`config.mk`:
```
export PLATFORM = sky130hd
export DESIGN_NAME = cdb_arbiter
export DESIGN_NICKNAME = d
export VERILOG_FILES = /design/src/rtl/cdb_arbiter.sv
export SDC_FILE = /design/constraint.sdc
export NUM_CORES = 1
export LEC_CHECK = 0
export BUFFER_PORTS_ARGS = -buffer_cell sky130_fd_sc_hd__buf_2
export CORE_ASPECT_RATIO = 0.8
export CORE_UTILIZATION = 40
export DETAILED_ROUTE_END_ITERATION = 6
export SLEW_MARGIN = 0
export SYNTH_ARGS = -nofsm -noshare
export SYNTH_HDL_FRONTEND = slang
export SYNTH_SLANG_ARGS = --single-unit
export TNS_END_PERCENT = 1
```
`constraint.sdc`:
```
create_clock -name clk -period 4.6 [get_ports clk]
set_clock_uncertainty 0.2 [all_clocks]
set_input_delay 0.46 -clock clk [delete_from_list [all_inputs] [get_ports clk]]
set_output_delay 0.46 -clock clk [all_outputs]
set_load 0.05 [all_outputs]
```
`src/rtl/cdb_arbiter.sv`:
```
// Common data bus arbiter: one holding slot per execution unit, one registered broadcast per cycle.
// Optional round-robin arbitration is enabled by defining CDB_ARB_RR_EN; the default is fixed priority.
package cdb_pkg;

  typedef struct packed {
    logic [4:0]  rob_idx;
    logic [5:0]  pd;
    logic [31:0] pv;
    logic [31:0] pc_next;
    logic        regf_we;
    logic        update_pc_next;
    logic        branch_taken;
  } execution_out_t;

  typedef struct packed {
    logic [4:0]  rob_idx;
    logic [5:0]  pd;
    logic [31:0] pv;
    logic [31:0] pc_next;
    logic        regf_we;
    logic        update_pc_next;
    logic        branch_taken;
  } CDB_t;

  function automatic CDB_t to_cdb(input execution_out_t e);
    CDB_t c;
    c.rob_idx        = e.rob_idx;
    c.pd             = e.pd;
    c.pv             = e.pv;
    c.pc_next        = e.pc_next;
    c.regf_we        = e.regf_we;
    c.update_pc_next = e.update_pc_next;
    c.branch_taken   = e.branch_taken;
    return c;
  endfunction

endpackage

module cdb_arbiter
  import cdb_pkg::*;
#(
  parameter int unsigned NUM_REQ = 4,
  parameter int unsigned IDX_W   = $clog2(NUM_REQ)
) (
  input  logic                          clk,
  input  logic                          rst,
  input  logic                          flush,
  input  logic [NUM_REQ-1:0]            req_valid,
  input  execution_out_t [NUM_REQ-1:0]  req_data,
  output logic [NUM_REQ-1:0]            req_ready,
  output logic                          cdb_valid,
  output CDB_t                          cdb_out,
  output logic [IDX_W-1:0]              grant_idx
);

  logic [NUM_REQ-1:0]           slot_valid_q, slot_valid_d;
  execution_out_t [NUM_REQ-1:0] slot_data_q, slot_data_d;
  logic                         cdb_valid_q, cdb_valid_d;
  CDB_t                         cdb_out_q, cdb_out_d;
  logic [IDX_W-1:0]             grant_idx_q, grant_idx_d;

  logic [NUM_REQ-1:0]           grant;
  logic                         gnt_any;
  logic [IDX_W-1:0]             gnt_idx;

`ifdef CDB_ARB_RR_EN
  logic [IDX_W-1:0]             rr_ptr_q, rr_ptr_d;
  int unsigned                  cand;

  always_comb begin
    gnt_any = 1'b0;
    gnt_idx = '0;
    cand    = 0;
    for (int unsigned k = 0; k < NUM_REQ; k++) begin
      cand = 32'(rr_ptr_q) + k;
      if (cand >= NUM_REQ) cand = cand - NUM_REQ;
      if (!gnt_any && !flush && slot_valid_q[cand[IDX_W-1:0]]) begin
        gnt_any = 1'b1;
        gnt_idx = cand[IDX_W-1:0];
      end
    end
  end

  always_comb begin
    rr_ptr_d = rr_ptr_q;
    if (gnt_any) rr_ptr_d = (gnt_idx == IDX_W'(NUM_REQ - 1)) ? '0 : gnt_idx + 1'b1;
  end
`else
  always_comb begin
    gnt_any = 1'b0;
    gnt_idx = '0;
    for (int unsigned k = 0; k < NUM_REQ; k++) begin
      if (!gnt_any && !flush && slot_valid_q[k[IDX_W-1:0]]) begin
        gnt_any = 1'b1;
        gnt_idx = k[IDX_W-1:0];
      end
    end
  end
`endif

  always_comb begin
    grant = '0;
    for (int unsigned i = 0; i < NUM_REQ; i++) begin
      grant[i] = gnt_any && (gnt_idx == i[IDX_W-1:0]);
    end
  end

  // A granted slot frees up in the same cycle, which lets a unit refill it without a bubble.
  always_comb begin
    req_ready = ~slot_valid_q | grant;
  end

  always_comb begin
    slot_valid_d = slot_valid_q & ~grant;
    slot_data_d  = slot_data_q;
    for (int unsigned i = 0; i < NUM_REQ; i++) begin
      if (req_valid[i] && req_ready[i] && !flush) begin
        slot_valid_d[i] = 1'b1;
        slot_data_d[i]  = req_data[i];
      end
    end
    if (flush) slot_valid_d = '0;

    cdb_valid_d = gnt_any;
    cdb_out_d   = gnt_any ? to_cdb(slot_data_q[gnt_idx]) : cdb_out_q;
    grant_idx_d = gnt_any ? gnt_idx : grant_idx_q;
  end

  always_ff @(posedge clk) begin
    if (rst) begin
      slot_valid_q <= '0;
      slot_data_q  <= '0;
      cdb_valid_q  <= 1'b0;
      cdb_out_q    <= '0;
      grant_idx_q  <= '0;
`ifdef CDB_ARB_RR_EN
      rr_ptr_q     <= '0;
`endif
    end else begin
      slot_valid_q <= slot_valid_d;
      slot_data_q  <= slot_data_d;
      cdb_valid_q  <= cdb_valid_d;
      cdb_out_q    <= cdb_out_d;
      grant_idx_q  <= grant_idx_d;
`ifdef CDB_ARB_RR_EN
      rr_ptr_q     <= rr_ptr_d;
`endif
    end
  end

  assign cdb_valid = cdb_valid_q;
  assign cdb_out   = cdb_out_q;
  assign grant_idx = grant_idx_q;

`ifndef SYNTHESIS
  always_ff @(posedge clk) begin
    if (!rst) begin
      a_grant_onehot0: assert ($onehot0(grant));
      a_grant_full:    assert ((grant & ~slot_valid_q) == '0);
      for (int unsigned i = 0; i < NUM_REQ; i++) begin
        if (slot_valid_q[i] && !grant[i] && !flush) begin
          a_slot_stable: assert (slot_valid_d[i] && (slot_data_d[i] == slot_data_q[i]));
        end
      end
    end
  end
`endif

endmodule

```
==> results summary <==
Counting both buffers and inverters, the worst setup path holds a total of 1. The clock tree from TritonCTS is yes. The number of warnings printed during yosys synthesis is 0. Across the run, the number of max-cap violations was 0.

Walking the worst path, the cells encountered are or4_4, buf_4, a21oi_1, a311oi_1. The kind of critical path is reg -> reg. The number of antenna violations at the first check in global routing is 4. The clock slew seen by the registers of the worst setup and hold paths came out at 60 ps. The final number of setup-violating endpoints is 0. The top-level I/O count came out at 404. The final number of hold-violating endpoints is 0. The largest buffer count on any clock path is 3. The core area is 43,050 um2.

The area of the die is 44,460 um2. The portion of the clock cycle consumed by the worst path in the final layout came out at 0.7206. The family with the most delay on the worst path is flip-flops. The post-layout instance area came out at 23,990 um2. The combined area of all synthesized cells is 17,450 um2. The net count after synthesis is 2,483. Clock tree synthesis selected as its root buffer the cell sky130_fd_sc_hd__clkbuf_16. The floorplan row count came out at 68. The net count of the finished layout came out at 3,013. The area growth from synthesis to layout came out at 37.52%.

The via count of the first global-routing pass came out at 18.36k. Setup repair after global routing left no endpoint under its margin. The number of flip-flops and latches in the synthesized netlist is 397. Along the worst path, the maximum fanout reaches 111. The remaining design rule violation count is 2. Using the TritonRoute via totals, the vias-per-cell ratio works out to 5.756.

The violation count after the first detailed-routing iteration came out at 1,759. The fmax is 0.3017 GHz. The count of buffers from port buffering came out at 403. The height of the die is 188.8 um. The worst setup path is launched from a flop. The post-cts sizing count is 0. The longest individual stage delay on the worst path came out at 1070 ps. Measured on the finished design, the core utilization comes to 0.5573.

The average wire per cell in the routed design is 20.84 um. The remaining max-slew budget at the tightest pin came out at 0.1250. After the flow finishes, the layout carries non-filler instances totaling 3,289.

The number of enable flip-flop cells after synthesis is 0. STA puts the critical path data arrival time at 3550 ps. The average instance area after synthesis came out at 8.062 um2. Synthesis produced a netlist whose cell count is 2,164. The worst hold path belongs to the class in -> reg. For this design, the slowest cell found on the critical path is sky130_fd_sc_hd__dfxtp_4. Entering global routing, the biggest net connects 133 pins. The post-layout minimum cycle time is 3315 ps.

The total overflow left after global routing is 0. The last weighted congestion value of the routability-driven placer is 0.8333. The checks that failed: design-rule violations. The worst setup path is captured at a flop. The number of clock buffers inserted by TritonCTS is 42. The final wirelength is 68.55 mm. The count of antenna-violating nets left after detailed routing is 0. The fraction of synthesis flops using an asynchronous set or reset pin is 0. The initial utilization of the core area, before any placement, comes to 0.4052. The first global-routing pass estimated 104.6 mm of wire. The post-detailed-placement cell area came out at 19,500 um2. The routed layout has 18.93k vias.

The minimum hold slack came out at 18.77 ps. The run finished, with violations left. The endpoint required time on the critical path came out at 4830 ps.

The overall global routing resource usage came out at 0.2963. For the final routed database, the setup TNS stands at 0 ps. The most used flip-flop cell after synthesis is sky130_fd_sc_hd__dfxtp_1. The post-detailed-placement half-perimeter wirelength is 39.60 mm. The share of cells above drive strength 1 is 0.1916. The clock tree synthesis step divided the H-tree into 2 levels. The final number of max-transition violations is 0.

For the pin with the worst max-slew slack, the measured transition is 1312 ps. The portion of the post-synthesis area used by sequential elements is 0.4556. The clock latency reported for the late side of the worst-skew pair is 550 ps. The cell area power density came out at 362.0 nW/um2. The netlist uses 34 different library cells. The worst vdd rail ir drop is 0.0002653 V. The pre-antenna-repair detailed-routing pass consisted of 7 iterations. The placed cell count is 2,906. The horizontal die dimension came out at 235.5 um.

The reported leakage power came out at 8.992 nW. The sink count of the clock tree came out at 397.
==> flip-flops by register name, summed over array words and instances, names as in the netlist <==
signal and cells:
slot_data_q 312, cdb_valid 1, grant_idx 2, cdb_out 78, slot_valid_q 4
==> through the flow <==
stage	total power (W)	setup slack [ps]
2_1_floorplan	0.004540	1550
3_3_place_gp	0.004961	1593
3_5_place_dp	0.004979	1471
4_1_cts	0.008712	1342
5_1_grt	0.008988	1202
6_report	0.008684	1285
==> area by class of cell <==
cell class                      instances  area [um2]
Timing Repair Buffer                  732        5308
Fill cell                            3884       19060
Tap cell                              560       700.7
Sequential cell                       397        7959
Clock buffer                           71        1364
Antenna cell                            4       10.01
Clock inverter                          4       73.82
Inverter                               80       306.5
Multi-Input combinational cell       1441        8270
==> synthesized netlist by cell type (2+ instances only) <==
master                       n  area share
sky130_fd_sc_hd__nand2b_1    3      0.0011
sky130_fd_sc_hd__nand3_1   156       0.045
sky130_fd_sc_hd__a311oi_1   69       0.035
sky130_fd_sc_hd__nand3b_1   78       0.034
sky130_fd_sc_hd__buf_4       2     0.00086
sky130_fd_sc_hd__inv_1      79       0.017
sky130_fd_sc_hd__buf_1      15      0.0032
sky130_fd_sc_hd__nor3_1      4      0.0011
sky130_fd_sc_hd__dfxtp_1   397        0.46
sky130_fd_sc_hd__a21oi_1   391        0.11
sky130_fd_sc_hd__clkbuf_1  192       0.041
sky130_fd_sc_hd__o221a_2     2      0.0013
sky130_fd_sc_hd__a221o_1    77       0.044
sky130_fd_sc_hd__buf_2      30      0.0086
sky130_fd_sc_hd__nor2b_1     4      0.0014
sky130_fd_sc_hd__mux2i_1    78       0.045
sky130_fd_sc_hd__o21ai_0   235       0.067
sky130_fd_sc_hd__buf_6       7      0.0045
sky130_fd_sc_hd__a311oi_2    8      0.0069
sky130_fd_sc_hd__nand2_1   316       0.068
sky130_fd_sc_hd__nor2_1      8      0.0017
==> worst paths after layout <==
path                    from          endpoint  slack, ps  cells past startpoint
max          slot_valid_q[2]       cdb_out[30]       1290                      4
min            req_data[217]  slot_data_q[217]         20                      3
max reg2reg  slot_valid_q[2]       cdb_out[30]       1290                      4
min reg2reg  slot_data_q[43]   slot_data_q[43]        250                      2
==> metal layers <==
| metal | part of all wire | global-route usage | up-vias |
|---|---|---|---|
| met1 | 0.44 | 0.3989 | 9067 |
| met4 | 0.037 | 0.1134 | 2 |
| met2 | 0.45 | 0.4690 | 922 |
| met3 | 0.075 | 0.05669 | 197 |
| li1 | - | - | 8744 |
| met5 | 0.00019 | 0 | - |
==> worst reg2reg max path, cell delays in order, from the launching register on <==
cell	delay [ps]
sky130_fd_sc_hd__dfxtp_4	1070
sky130_fd_sc_hd__or4_4	1030
sky130_fd_sc_hd__buf_4	440
sky130_fd_sc_hd__a21oi_1	140
sky130_fd_sc_hd__a311oi_1	320
==> power by group <==
| group | internal (W) | switching (W) |
|---|---|---|
| sequential | 0.00363 | 0.000132 |
| combinational | 0.000539 | 0.000837 |
| clock | 0.00212 | 0.00143 |
| total | 0.00629 | 0.00240 |
==> what timing repair did <==
item	in CTS	in global routing
hold buffers	304	0
setup buffers	0	0
hold endpoints to repair	304	0
==> cells by family after synthesis <==
kind of cell | after synthesis | synth area share
DFF | 397 | 0.4556
buffers and inverters | 326 | 0.07574
AOI/OAI and AO/OA | 788 | 0.2694
muxes | 78 | 0.04475
and+or+nand+nor | 575 | 0.1546
==> layout by cell type, fill, tap and decap left out, drive strengths merged, types with 2 or more instances in the layout <==
cell and n:
dlygate4sd3 304, nor3 5, clkinv 3, bufinv 2, clkbuf 71, a221o 77, inv 79, a311oi 77
mux2i 78, buf 428, nand2 316, nand3 156, diode 4, o221a 2, nand3b 78, nand2b 3
dfxtp 397, nor2 8, nor2b 4, o21ai 236, a21oi 391
No activity file was read; power rests on OpenSTA's default activity.
